**src/rtl/stopwatch.sv**
```systemverilog
// stopwatch: up-counting elapsed-time block with prescaled tick input,
// pause/resume, clear, and a lap-capture register with a one-cycle valid pulse.
// Optional feature: define STOPWATCH_SATURATE_EN to make `elapsed` saturate at
// all-ones with a sticky `overflow`; otherwise `elapsed` wraps and `overflow`
// pulses for the cycle in which the wrapped zero is visible.
module stopwatch #(
    parameter int WIDTH    = 8,
    parameter int PRESCALE = 1
) (
    input  logic             Clk,
    input  logic             Reset,
    input  logic             start,
    input  logic             stop,
    input  logic             clear,
    input  logic             tick,
    input  logic             lap_req,
    output logic [WIDTH-1:0] elapsed,
    output logic [WIDTH-1:0] lap,
    output logic             lap_valid,
    output logic             running,
    output logic             overflow
);

    localparam int            PW       = $clog2(PRESCALE + 1);
    localparam logic [PW-1:0] PRE_LAST = PW'(PRESCALE - 1);

    typedef enum logic [1:0] {
        ST_IDLE  = 2'd0,
        ST_RUN   = 2'd1,
        ST_PAUSE = 2'd2
    } state_t;

    state_t           r_state;
    state_t           w_next;
    logic [PW-1:0]    r_pre;
    logic [WIDTH-1:0] r_elapsed;
    logic [WIDTH-1:0] r_lap;
    logic             r_lap_valid;
    logic             r_running;
    logic             r_overflow;

    logic             w_count;
    logic             w_bump;
    logic             w_at_max;
    logic             w_capture;

    // A tick only counts while already in RUN; a same-cycle stop or clear wins.
    assign w_count   = (r_state == ST_RUN) && tick && !stop && !clear;
    assign w_bump    = w_count && (r_pre == PRE_LAST);
    assign w_at_max  = &r_elapsed;
    // Capture sees the registered count, i.e. the pre-increment value.
    assign w_capture = lap_req && !clear && (r_state != ST_IDLE);

    // State register.
    always_ff @(posedge Clk) begin
        if (!Reset) r_state <= ST_IDLE;
        else        r_state <= w_next;
    end

    // Next state: clear beats stop beats start; stop outside RUN holds state.
    always_comb begin
        w_next = r_state;
        if (clear) begin
            w_next = ST_IDLE;
        end else if (stop) begin
            if (r_state == ST_RUN) w_next = ST_PAUSE;
        end else if (start) begin
            w_next = ST_RUN;
        end
    end

    // Prescaler, elapsed count and overflow flag.
    always_ff @(posedge Clk) begin
        if (!Reset) begin
            r_pre      <= '0;
            r_elapsed  <= '0;
            r_overflow <= 1'b0;
        end else if (clear) begin
            r_pre      <= '0;
            r_elapsed  <= '0;
            r_overflow <= 1'b0;
        end else begin
            if (w_count) r_pre <= w_bump ? '0 : r_pre + 1'b1;
`ifdef STOPWATCH_SATURATE_EN
            if (w_bump) begin
                if (w_at_max) r_overflow <= 1'b1;
                else          r_elapsed  <= r_elapsed + 1'b1;
            end
`else
            r_overflow <= w_bump && w_at_max;
            if (w_bump) r_elapsed <= r_elapsed + 1'b1;
`endif
        end
    end

    // Lap register and its one-cycle valid pulse.
    always_ff @(posedge Clk) begin
        if (!Reset) begin
            r_lap       <= '0;
            r_lap_valid <= 1'b0;
        end else begin
            r_lap_valid <= w_capture;
            if (w_capture) r_lap <= r_elapsed;
        end
    end

    // Registered running flag, changing on the same edge as the state.
    always_ff @(posedge Clk) begin
        if (!Reset) r_running <= 1'b0;
        else        r_running <= (w_next == ST_RUN);
    end

    assign elapsed   = r_elapsed;
    assign lap       = r_lap;
    assign lap_valid = r_lap_valid;
    assign running   = r_running;
    assign overflow  = r_overflow;

endmodule

```
**config.mk**
```make
export PLATFORM = sky130hd
export DESIGN_NAME = stopwatch
export DESIGN_NICKNAME = d
export VERILOG_FILES = /design/src/rtl/stopwatch.sv
export SDC_FILE = /design/constraint.sdc
export NUM_CORES = 1
export LEC_CHECK = 0
export CAP_MARGIN = 20
export CELL_PAD_IN_SITES_DETAIL_PLACEMENT = 0
export CELL_PAD_IN_SITES_GLOBAL_PLACEMENT = 2
export CORE_UTILIZATION = 28
export CTS_CLUSTER_DIAMETER = 40
export CTS_CLUSTER_SIZE = 10
export DETAILED_ROUTE_END_ITERATION = 10
export PLACE_DENSITY_LB_ADDON = 0.1
export SLEW_MARGIN = 20
export SYNTH_ARGS = -nofsm -noshare
export SYNTH_HDL_FRONTEND = slang
export SYNTH_SLANG_ARGS = --single-unit
export TNS_END_PERCENT = 50
```
**constraint.sdc**
```tcl
create_clock -name Clk -period 1.95 [get_ports Clk]
set_clock_uncertainty 0.1 [all_clocks]
set_input_delay 0.195 -clock Clk [delete_from_list [all_inputs] [get_ports Clk]]
set_output_delay 0.195 -clock Clk [all_outputs]
set_load 0.01 [all_outputs]
```
==> results of run 1 <==
[state kept, by name, summed over array words and instances, names as in the netlist]
name / flops
elapsed: 8
lap: 8
r_state: 2
lap_valid: 1
overflow: 1
r_pre: 1
running: 1
[logic make-up (layout without fill, tap and decap cells)]
logic type | after synthesis | count (layout)
buffers and inverters | 11 | 35
adder cells (fa/ha/maj) | 1 | 1
flip-flops | 22 | 22
multiplexers | 2 | 2
AO/OA/AOI/OAI | 32 | 32
AND/OR/NAND/NOR | 39 | 39
[area by class of cell]
class                           count  area [um^2]  share of cell area [%]
Multi-Input combinational cell     74        484.2                   37.39
Tap cell                           46        57.56                   4.444
Inverter                            5        18.77                   1.449
Clock buffer                        4        36.28                   2.802
Sequential cell                    22        440.4                   34.01
Timing Repair Buffer               26        257.7                   19.90
[cell usage after synthesis, types with 2 or more instances]
library cell  instances
dfxtp_1              22
nand3_1              11
o21ai_0              10
a21oi_1               8
a21boi_1              7
inv_1                 5
o31ai_1               4
or4_1                 4
clkbuf_1              3
nand2_1               3
nand2b_1              3
nor4_1                3
and2b_2               2
and3_1                2
buf_6                 2
mux2i_1               2
nor2_1                2
or2_1                 2
or3_1                 2
[power groups by stage]
stage	Sequential [uW]	Clock [uW]	Combinational, uW
6_report	453	253	51.1
5_1_grt	453	288	56.9
4_1_cts	453	274	51.7
3_5_place_dp	463	0	51.5
3_3_place_gp	463	0	51.4
2_1_floorplan	463	0	31.0
[per-layer routing]
layer / vias up / GRT usage [%] / routed length, um
met3: 2 / 3.782 / 70
met1: 393 / 16.67 / 1077
met4: 0 / 3.896 / 20
li1: 440 / - / -
met5: - / 0 / 0
met2: 18 / 22.20 / 1047
[worst min path at each step]
stage	end	slack, ps	cells after the start
after floorplan	running$_SDFF_PN0_	170	1
after global placement	lap[5]$_SDFFE_PN0P_	360	2
after detailed placement	lap[7]$_SDFFE_PN0P_	370	2
after CTS	lap[7]$_SDFFE_PN0P_	390	2
after global routing	lap[0]$_SDFFE_PN0P_	400	2
final	lap[5]$_SDFFE_PN0P_	380	2
[cell usage in the layout (no fill, tap or decap)]
cell type | netlist | routed
or3_1 | 2 | 2
o21bai_1 | 1 | 1
and3_1 | 2 | 2
a21oi_1 | 8 | 8
buf_4 | 1 | 1
inv_1 | 5 | 5
a2bb2oi_1 | 1 | 1
nand4bb_1 | 1 | 1
or4_1 | 4 | 4
and2b_2 | 2 | 2
clkdlybuf4s50_1 | 0 | 25
mux2i_1 | 2 | 2
nor4_1 | 3 | 3
nor3_1 | 1 | 1
clkbuf_8 | 0 | 1
nand4bb_4 | 1 | 1
a21boi_0 | 1 | 1
o21ai_0 | 10 | 10
clkbuf_4 | 0 | 3
or2_1 | 2 | 2
a21boi_1 | 7 | 7
dfxtp_1 | 22 | 22
nand2_1 | 3 | 3
nand4_1 | 1 | 1
o31ai_1 | 4 | 4
nor2_1 | 2 | 2
ha_1 | 1 | 1
nand3_1 | 11 | 11
nand2b_1 | 3 | 3
nand2b_2 | 1 | 1
[metrics by stage]
step	setup slack [ps]	hold slack, ps
6_report	303.2	382.3
5_1_grt	231.8	402.4
4_1_cts	277.2	386.6
3_5_place_dp	72.28	367.9
3_3_place_gp	105.6	362.7
2_1_floorplan	498.9	174.3
==> out/qor.txt, run 1 <==
Initial Util = 29.28%
Clock transition at path regs = 130 ps
CTS buffer count = 3
total track usage = 13.30%
Pwr Total = 756.4 uW
Post-synth EDFFs = 0
post-synthesis simple-gate area fraction = 25.92%
Critical Path End = elapsed[0]
Post-CTS Setup Bufs = 0
worst vdd ir = 0.0004140 V
Final setup viols = 0
first-pass GRT wire length = 3594 um
Pre-antenna DRT Iters = 4
largest net degree at the start of global routing = 17
clk_lat worst skew = 310 ps
cells on worst reg2reg path = 3
startpoint types = flip-flop
Synthesis Warnings = 0
antenna violations before repair = 0
Crit Reg-Reg Endpoint = elapsed[6]$_SDFFE_PP0P_
CTS tree = built
layout cell share with drive strength beyond 1 = 6.870%
Seq/Total Area, Yosys = 44.73%
Post-synth ARST share = 0%
status = completed
dpl hpwl = 1616 um
CP Capture Type = primary output
RSZ-0062 raised after global routing = false
die width = 61.30 um
Reg2Reg Setup Slack = 350 ps
Ports = 26
hold crit path type = flip-flop to flip-flop
final core occ = 38.50%
die height = 61.30 um
final non-filler cell area = 1295 um^2
total grt overflow = 0
Switching Fraction = 22.05%
area grow syn2layout = 31.51%
Setup TNS = 0 ps
crit path cell chain = clkdlybuf4s50_1
vias in the first global route = 771
worst path buffer plus inverter count = 1
Top delay family on crit path = buffers and inverters
post-DR wirelength/cell = 12.52 um
drt total wl = 2216 um
final hold vios = 0
MaxCap Viol Count = 0
Root Buffer = clkbuf_4
Mapped Area = 984.7 um^2
adder-cell area share of the yosys netlist = 1.271%
Synth top area share = 44.73%
Die ar. = 3758 um^2
Psw = 166.8 uW
Reg power frac = 59.8%
Cells after Synth = 107
CTS H-tree depth = 1
crit path kind = flip-flop to primary output
leak pwr = 0.0003996 uW
Synth Register Bits = 22
Post-CTS Hold Fix Bufs = 0
placed cell area = 1259 um^2
# placed instances = 173
Final min period = 1647 ps
First DRT Iteration DRCs = 10
fmax = 607.2 MHz
Finished Layout Cells = 177
Netlist cell types = 29
CP max stage delay = 580 ps
area leader, netlist = dfxtp_1
Synth Net Count = 115
Worst Min Path Start = lap[5]$_SDFFE_PN0P_
crit path launch = elapsed[0]$_SDFFE_PP0P_
CTS Buffer Depth = 2
PostCTS Resize Cnt = 0
core footprint = 3363 um^2
ANT cells = 0
Slew Limit Fails = 0
xor/xnor cell area share of the yosys netlist = 0%
synth top area cells = dfxtp_1 45%, nand3_1 5.6%, a21boi_1 5.3%
GPL Wtd Cong = 0.6395
area fraction in compound gates after synthesis = 19.95%
P_int = 589.6 uW
drt drc = 0
multiplexer share of the synthesized area = 2.033%
reg-to-reg startpoint = r_state[0]$_SDFF_PN0_
Req. time, crit path = 1650 ps
Slew HR = 70.91%
TritonCTS Sinks = 22
CP Max Fanout = 7
WP depth = 1
fin crit share = 84.45%
syn avg cell area = 9.203 um^2
fillers = 378
Worst Path Arrival = 1350 ps
Vias = 853
logic gate share of total power = 6.8%
main combinational cell family by area after synthesis = simple AND/OR/NAND/NOR gates
DR vias/cell = 4.819
ys flop type = dfxtp_1
slowest cell on the critical path = clkdlybuf4s50_1
clock share of power = 33.4%
P per Cell Area = 584.1 nW/um^2
number of port buffers = 25
Final ANT Viol Nets = 0
# rows = 21
nets@finish = 140
Tightest Pin Transition = 434.7 ps
Note: power is estimated with default switching activity, not from simulation.
==> inputs of run 2 (changes only) <==
==> constraint.sdc (replaced) <==
create_clock -name Clk -period 1.6 [get_ports Clk]
set_clock_uncertainty 0.1 [all_clocks]
set_input_delay 0.16 -clock Clk [delete_from_list [all_inputs] [get_ports Clk]]
set_output_delay 0.16 -clock Clk [all_outputs]
set_load 0.01 [all_outputs]
==> run 2 against run 1 <==
Net effect:
- global-route usage increased by 0.78 points
- sequential share of layout area decreased by 1.8 points
- sequential cell count unchanged
- critical path depth unchanged
- worst setup slack got worse by 220 ps
- non-clock buffer count increased by 14
- largest cell class unchanged
- largest power group unchanged
==> out/qor.txt, run 2 (synthesized netlist as in run 1, its figures left out) <==
startpoint types = flip-flop
drt drc = 0
Root Buffer = clkbuf_4
Hold EP = lap[4]$_SDFFE_PN0P_
Worst Min Path Start = lap[4]$_SDFFE_PN0P_
final non-filler cell area = 1391 um^2
die height = 61.30 um
Slew Limit Fails = 0
ANT cells = 0
crit path cell chain = clkdlybuf4s50_1
P per Cell Area = 626.1 nW/um^2
area grow syn2layout = 41.30%
Post-CTS Hold Fix Bufs = 0
CP max stage delay = 550 ps
placed cell area = 1364 um^2
dpl hpwl = 1741 um
Hold Crit Depth = 2
fin crit share = 94.84%
Final ANT Viol Nets = 0
drt total wl = 2275 um
core footprint = 3363 um^2
Req. time, crit path = 1340 ps
Slew HR = 72.03%
Final setup viols = 0
# rows = 21
TritonCTS Sinks = 22
Final min period = 1517 ps
RSZ-0062 raised after global routing = false
Worst Path Arrival = 1260 ps
CTS tree = built
Tightest Pin Transition = 417.9 ps
post-DR wirelength/cell = 11.97 um
fillers = 368
Reg2Reg Setup Slack = 120 ps
most common cell after layout, fill and taps aside = clkdlybuf4s50_1
CP Max Fanout = 6
Top delay family on crit path = buffers and inverters
crit path kind = flip-flop to primary output
vias in the first global route = 860
final core occ = 41.37%
reg-to-reg startpoint = r_state[1]$_SDFF_PN0_
Crit Reg-Reg Endpoint = elapsed[4]$_SDFFE_PP0P_
First DRT Iteration DRCs = 28
Ports = 26
antenna violations before repair = 0
CP Capture Type = primary output
GPL Wtd Cong = 0.7533
fmax = 659.0 MHz
leak pwr = 0.0004738 uW
hold crit path type = flip-flop to flip-flop
largest net degree at the start of global routing = 12
number of port buffers = 25
Clock transition at path regs = 120 ps
worst vdd ir = 0.0002121 V
first-pass GRT wire length = 3795 um
Pre-antenna DRT Iters = 3
die width = 61.30 um
layout cell share with drive strength beyond 1 = 19.44%
worst path buffer plus inverter count = 1
nets@finish = 154
final hold vios = 0
total grt overflow = 0
CTS Buffer Depth = 2
CTS buffer count = 3
MaxCap Viol Count = 0
DR vias/cell = 4.737
Initial Util = 29.28%
Vias = 900
Die ar. = 3758 um^2
hold slack = 380.7 ps
clk_lat worst skew = 300 ps
most frequent cells in the layout = 23 x clkdlybuf4s50_1, 16 x dfxtp_1, 15 x buf_4
total track usage = 14.09%
status = completed
CTS H-tree depth = 1
slowest cell on the critical path = clkdlybuf4s50_1
cells on worst reg2reg path = 3
Setup TNS = 0 ps
==> run 2: worst max-delay path by stage <==
stage	startpoint	end	slack [ps]	cells past startpoint
detailed placement	clear	elapsed[4]$_SDFFE_PP0P_	-120	4
global route	elapsed[2]$_SDFFE_PP0P_	elapsed[2]	20	1
finish	elapsed[6]$_SDFFE_PP0P_	elapsed[6]	80	1
floorplan	elapsed[0]$_SDFFE_PP0P_	elapsed[6]$_SDFFE_PP0P_	150	4
global placement	clear	elapsed[0]$_SDFFE_PP0P_	-120	5
CTS	elapsed[5]$_SDFFE_PP0P_	elapsed[5]	40	1
==> run 2: repair_timing <==
action | 4_1_cts | 5_1_grt
pin swaps | 0 | 0
hold endpoints to repair | 0 | 0
endpoints found under the setup margin | 6 | 2
buffers inserted | 0 | 0
cloned | 0 | 0
resized for setup | 6 | 2
==> run 2: layer usage <==
layer | share of wire (%) | up-vias | track usage (%)
met5 | 0 | - | 0
met4 | 0.88 | 0 | 6.818
met3 | 3.3 | 2 | 2.731
met2 | 48 | 14 | 23.45
met1 | 47 | 417 | 17.41
li1 | - | 467 | -
==> run 2: final cells by class <==
cell class / instances / area [um^2] / area share [%]
clock buffers: 3 / 22.52 / 1.619
flip-flops and latches: 22 / 447.9 / 32.19
repair buffers: 40 / 360.3 / 25.90
multi-input cells: 74 / 484.2 / 34.80
inverters: 5 / 18.77 / 1.349
well taps: 46 / 57.56 / 4.137
==> run 2: power by group <==
part,switching (uW),total [uW],internal (uW)
clock network,160,248,87.7
logic,34.4,72.7,38.3
registers,1.14,550,549
==> run 2: through the flow <==
| stage | cells | total power [uW] | worst slack (ps) |
|---|---|---|---|
| after detailed placement | 187 | 636.7 | -125.0 |
| after global routing | 190 | 918.9 | 18.54 |
| after floorplan | 107 | 601.9 | 148.9 |
| after global placement | 187 | 636.1 | -115.5 |
| final | 190 | 871.1 | 82.55 |
| after CTS | 190 | 894.2 | 37.69 |
